[config.mk]
export PLATFORM = sky130hd
export DESIGN_NAME = detect_frame_sched
export DESIGN_NICKNAME = d
export VERILOG_FILES = /design/src/rtl/detect_frame_sched.sv
export SDC_FILE = /design/constraint.sdc
export NUM_CORES = 1
export LEC_CHECK = 0
export CORE_UTILIZATION = 47
export DETAILED_ROUTE_END_ITERATION = 12
export PLACE_DENSITY = 0.78
export SLEW_MARGIN = 20
export SYNTH_ARGS = -nofsm -noshare
export SYNTH_HDL_FRONTEND = slang
export SYNTH_SLANG_ARGS = --single-unit
[constraint.sdc]
create_clock -name clk -period 2.2 [get_ports clk]
set_input_delay 0.44 -clock clk [delete_from_list [all_inputs] [get_ports clk]]
set_output_delay 0.44 -clock clk [all_outputs]
set_load 0.005 [all_outputs]
[src/rtl/detect_frame_sched.sv]
// Frame sequencer for the 3x3 MIMO-OFDM detector: QR wait, symbol stream, zero-data flush; optional WAIT_QR watchdog via DETECT_SCHED_TIMEOUT_EN.
// Latency: qr_load/det_clr/frame_done/busy/counters are registered (one cycle after the deciding edge); det_valid/det_flush/sym_ready are combinational.
// Backpressure: no detector beat issues while out_ready=0; upstream is held via sym_ready=0.
module detect_frame_sched #(
  parameter int SYM_PER_FRAME  = 48,
  parameter int FLUSH_BEATS    = 2,
  parameter int CNT_W          = 9,
  parameter int TIMEOUT_CYCLES = 1024
) (
  input  logic             clk,
  input  logic             rst,
  input  logic             start,
  input  logic             abort,
  input  logic             qr_done,
  input  logic             sym_valid,
  output logic             sym_ready,
  input  logic             out_ready,
  input  logic             det_out_valid,
  output logic             qr_load,
  output logic             det_clr,
  output logic             det_valid,
  output logic             det_flush,
  output logic             busy,
  output logic             frame_done,
  output logic [CNT_W-1:0] sym_cnt,
  output logic [CNT_W-1:0] out_cnt,
  output logic             err_timeout
);

  localparam int FL_W = $clog2(FLUSH_BEATS + 1);

  typedef enum logic [2:0] {
    S_IDLE,
    S_WAIT_QR,
    S_STREAM,
    S_FLUSH,
    S_DONE
  } state_t;

  state_t          state, state_nxt;
  logic [FL_W-1:0] fl_cnt;
  logic            clr_nxt, load_nxt, done_nxt;
  logic            start_ok, sym_acc, fl_beat, tmo_hit;

`ifdef DETECT_SCHED_TIMEOUT_EN
  localparam int TMO_W = $clog2(TIMEOUT_CYCLES + 1);
  logic [TMO_W-1:0] tmo_cnt;
`endif

  always_comb begin
    state_nxt = state;
    sym_ready = 1'b0;
    det_valid = 1'b0;
    det_flush = 1'b0;
    clr_nxt   = 1'b0;
    load_nxt  = 1'b0;
    done_nxt  = 1'b0;
    start_ok  = 1'b0;
    sym_acc   = 1'b0;
    fl_beat   = 1'b0;
    tmo_hit   = 1'b0;
    case (state)
      S_IDLE: begin
        if (start) begin
          state_nxt = S_WAIT_QR;
          clr_nxt   = 1'b1;
          start_ok  = 1'b1;
        end
      end
      S_WAIT_QR: begin
        if (qr_done) begin
          state_nxt = S_STREAM;
          load_nxt  = 1'b1;
        end
`ifdef DETECT_SCHED_TIMEOUT_EN
        else if (tmo_cnt == TMO_W'(TIMEOUT_CYCLES - 1)) begin
          state_nxt = S_IDLE;
          clr_nxt   = 1'b1;
          tmo_hit   = 1'b1;
        end
`endif
      end
      S_STREAM: begin
        sym_ready = out_ready;
        det_valid = sym_valid & out_ready;
        sym_acc   = sym_valid & out_ready;
        if (sym_acc && sym_cnt == CNT_W'(SYM_PER_FRAME - 1))
          state_nxt = S_FLUSH;
      end
      S_FLUSH: begin
        det_valid = out_ready;
        det_flush = out_ready;
        fl_beat   = out_ready;
        if (fl_beat && fl_cnt == FL_W'(FLUSH_BEATS - 1))
          state_nxt = S_DONE;
      end
      S_DONE: begin
        done_nxt  = 1'b1;
        state_nxt = S_IDLE;
      end
      default: state_nxt = S_IDLE;
    endcase
    // abort (and a synchronous reset) suppresses every strobe and beat of this cycle
    if (abort || rst) begin
      state_nxt = S_IDLE;
      clr_nxt   = ~rst;
      load_nxt  = 1'b0;
      done_nxt  = 1'b0;
      sym_ready = 1'b0;
      det_valid = 1'b0;
      det_flush = 1'b0;
      start_ok  = 1'b0;
      sym_acc   = 1'b0;
      fl_beat   = 1'b0;
      tmo_hit   = 1'b0;
    end
  end

  always_ff @(posedge clk) begin
    if (rst) begin
      state      <= S_IDLE;
      det_clr    <= 1'b0;
      qr_load    <= 1'b0;
      frame_done <= 1'b0;
      busy       <= 1'b0;
      sym_cnt    <= '0;
      out_cnt    <= '0;
      fl_cnt     <= '0;
    end else begin
      state      <= state_nxt;
      det_clr    <= clr_nxt;
      qr_load    <= load_nxt;
      frame_done <= done_nxt;
      busy       <= (state_nxt != S_IDLE);
      if (start_ok)
        sym_cnt <= '0;
      else if (sym_acc)
        sym_cnt <= sym_cnt + 1'b1;
      if (start_ok)
        out_cnt <= '0;
      else if (det_out_valid && state != S_IDLE && out_cnt != {CNT_W{1'b1}})
        out_cnt <= out_cnt + 1'b1;
      if (state != S_FLUSH)
        fl_cnt <= '0;
      else if (fl_beat)
        fl_cnt <= fl_cnt + 1'b1;
    end
  end

`ifdef DETECT_SCHED_TIMEOUT_EN
  always_ff @(posedge clk) begin
    if (rst) begin
      tmo_cnt     <= '0;
      err_timeout <= 1'b0;
    end else begin
      if (state != S_WAIT_QR)
        tmo_cnt <= '0;
      else
        tmo_cnt <= tmo_cnt + 1'b1;
      if (start_ok)
        err_timeout <= 1'b0;
      else if (tmo_hit)
        err_timeout <= 1'b1;
    end
  end
`else
  assign err_timeout = 1'b0;
`endif

endmodule

==> results.py <==
metrics = {
    "yosys": {
        "synthesis.nets": 156,
        "synth_edf_count": 0,
        "yosysSeqAreaShare": 0.4329,
        "yosys-top-cells-area": "dfxtp_1 (43%), xnor2_1 (8.4%), nor2_1 (6.6%)",
        "synthArstFlopShare": 0,
        "netlist.area_leader.share": 0.4329,
        "ys.flop_type": "dfxtp_1",
        "avgSynthCellArea_um2": 8.672,
        "yosys_warnings": 0,
        "ys_ff_latch": 27,
        "ys_types": 36,
        "yosys.area.top_type": "dfxtp_1",
        "syn_inst": 144,
        "synth_area_mm2": 0.001249,
    },
    "clock_network": {
        "clkTransAtPathRegs_ns": 0.15,
        "clk_path_buf_depth": 2,
        "clkSinkCount": 27,
        "cts_buffers": 3,
        "htree_levels": 1,
        "clk_latency_ns": 0.34,
        "cts-root-buf": "clkbuf_4",
        "cts_tree": "built",
    },
    "critical_path": {
        "crit_top_cell": "buf_4",
        "slowest_stage": "or4_4",
        "worstSetupStartpointType": "input pin",
        "arrival_ns": 2.33,
        "crit_fanout": 3,
        "endpoint_kind": "flip-flop",
        "worstPathRequired_ns": 2.48,
        "r2r_slack_ns": 0.31,
        "crit_type": "in2reg",
        "cp_cell_sequence": "dlygate4sd2_1, or3b_4, buf_4, buf_4, or4_4, or3_1, a21oi_1",
        "slowest_delay_ns": 0.53,
    },
    "grt": {
        "grt_pass1_wl_mm": 4.436,
        "grt_usage": 0.2193,
        "grt_max_degree": 19,
        "antenna_found_initial": 0,
        "grt_pass1_vias": 995,
        "grt-ovfl-total": 0,
    },
    "drt": {
        "num_vias": 1149,
        "drt-total-wl_mm": 2.811,
        "drcViolationCount": 0,
        "drt-initial-drc-count": 13,
        "via_per_inst": 5.344,
        "first_pass_iters": 5,
        "wl_per_cell_um": 13.07,
        "postRouteAntennaNets": 0,
    },
    "final_layout": {
        "layout-drive-gt1-share": 0.1135,
        "antennaDiodeCount": 0,
        "final_nets": 198,
        "syn2layout_area_growth_pct": 35.17,
    },
    "pwr": {
        "power_density_mw_per_mm2": 466.6,
        "leakage_nw": 0.6015,
        "p_total_mw": 0.7876,
        "max-vdd-ir-drop_uv": 372.5,
    },
    "sta": {
        "hold_viol": 0,
        "finalSetupViolCount": 0,
        "rsz0062_at_grt": "no",
        "layout_setup_ws_ns": 0.1502,
        "finClkSkew_ns": 0.007355,
        "fin_crit_sh": 0.9317,
        "finalMaxSlewViolations": 0,
        "setup_tns_ns": 0,
        "period_needed_ns": 2.050,
        "max_freq_mhz": 487.9,
    },
    "status": {
        "status": "completed",
    },
    "floorplanning": {
        "die_area_mm2": 0.002867,
        "io_pins": 34,
        "start_util": 0.4995,
        "die_w_um": 53.55,
        "core-area_mm2": 0.002500,
        "rows": 18,
        "die_h_um": 53.55,
    },
    "placement": {
        "dpl.hpwl_mm": 2.032,
        "place.gp.congestion": 0.8240,
        "post-place-ws_ns": -0.3585,
        "portBuffers": 32,
    },
    "hold_path": {
        "hp-class": "in2reg",
    },
    "job": {
        "cap_violations": 0,
    },
}
[critical path, delay by kind of cell]
family | cells | cell delay [ns]
simple gates | 3 | 1.23
buf+inv | 3 | 0.52
compound gates | 1 | 0.14
[cell type report]
type,count,area (um2)
Clock inverter,1,7.507
Timing Repair Buffer,43,400.4
Inverter,3,11.26
Tap cell,30,37.54
Multi-Input combinational cell,108,668.1
Fill cell,204,812.0
Clock buffer,3,22.52
Sequential cell,27,540.5
[cells by family (layout without fill, tap and decap cells)]
| logic type | Yosys count | in the layout | share of synthesized area |
|---|---|---|---|
| buffers and inverters | 9 | 50 | 0.03607 |
| adder cells (fa/ha/maj) | 4 | 4 | 0.04008 |
| AND/OR/NAND/NOR | 72 | 72 | 0.3046 |
| AO/OA/AOI/OAI | 15 | 15 | 0.07015 |
| XOR/XNOR | 15 | 15 | 0.1052 |
| other | 1 | 1 | 0.003003 |
| flip-flops | 27 | 27 | 0.4329 |
| multiplexers | 1 | 1 | 0.008016 |
[what timing repair did]
action | CTS | global route
gates resized for setup | 9 | 3
setup buffers | 2 | 1
setup endpoints to repair | 3 | 4
pin swaps | 1 | 2
hold buffers | 0 | 0
[cell usage in the layout (no fill, tap or decap), drive strengths merged, types with 2 or more instances in the layout]
cell	synthesis	routed
a21oi	6	6
buf	3	12
clkbuf	3	3
clkdlybuf4s50	0	26
dfxtp	27	27
dlygate4sd2	0	2
dlymetal6s2s	0	2
ha	4	4
inv	3	3
nand2	9	9
nand2b	2	2
nand3	6	6
nand4	2	2
nand4bb	2	2
nor2	22	22
nor2b	2	2
nor3	8	8
nor4	6	6
o21ai	4	4
or2	2	2
or3	3	3
or4	3	3
xnor2	12	12
xor2	3	3
[where the power goes]
part / switching [mW] / leakage, nW / internal, mW
combinational: 0.0330 / 0.369 / 0.0357
clock: 0.152 / 0.0139 / 0.0698
sequential: 0.00380 / 0.218 / 0.494
[final timing paths]
kind                    from          to  cells after the start
setup / recovery   out_ready  sym_cnt[7]                      7
setup reg to reg    state[1]        busy                      5
hold reg to reg   out_cnt[8]  out_cnt[8]                      2
hold / removal           rst     det_clr                      3
[sequential cells by signal, indices dropped and copies added (netlist names)]
name,flops
sym_cnt,9
fl_cnt,2
frame_done,1
out_cnt,9
state,3
det_clr,1
busy,1
qr_load,1
[metrics by stage]
| stage | hold slack, ns | cells | cell area, um2 | util |
|---|---|---|---|---|
| floorplan | 0.4758 | 144 | 1249 | - |
| global placement | 0.4865 | 208 | 1633 | 0.6532 |
| detailed placement | 0.4911 | 208 | 1633 | 0.6532 |
| CTS | 0.5101 | 214 | 1675 | 0.6702 |
| global route | 0.4740 | 215 | 1688 | 0.6752 |
| finish | 0.4765 | 215 | 1688 | 0.6752 |
[Yosys cell counts (2+ instances only)]
cell type and instances:
nand2b_1 2, or3_1 3, a21oi_1 6, ha_1 4, nand3_1 6, or4_1 2, clkbuf_1 3, inv_1 3
nor4_1 6, nor2_1 22, nor2b_1 2, or2_2 2, nand4bb_1 2, nand2_1 9, nand4_1 2, o21ai_0 4
dfxtp_1 27, nor3_1 8, xnor2_1 12, xor2_1 3
[routing by layer]
| metal | global-route usage | routed length, um | vias up |
|---|---|---|---|
| li1 | - | - | 581 |
| met2 | 0.3771 | 1416 | 29 |
| met3 | 0.02825 | 94 | 5 |
| met4 | 0.1360 | 61 | 0 |
| met5 | 0 | 0 | - |
| met1 | 0.2565 | 1239 | 534 |
Note: power is estimated with default switching activity, not from simulation.
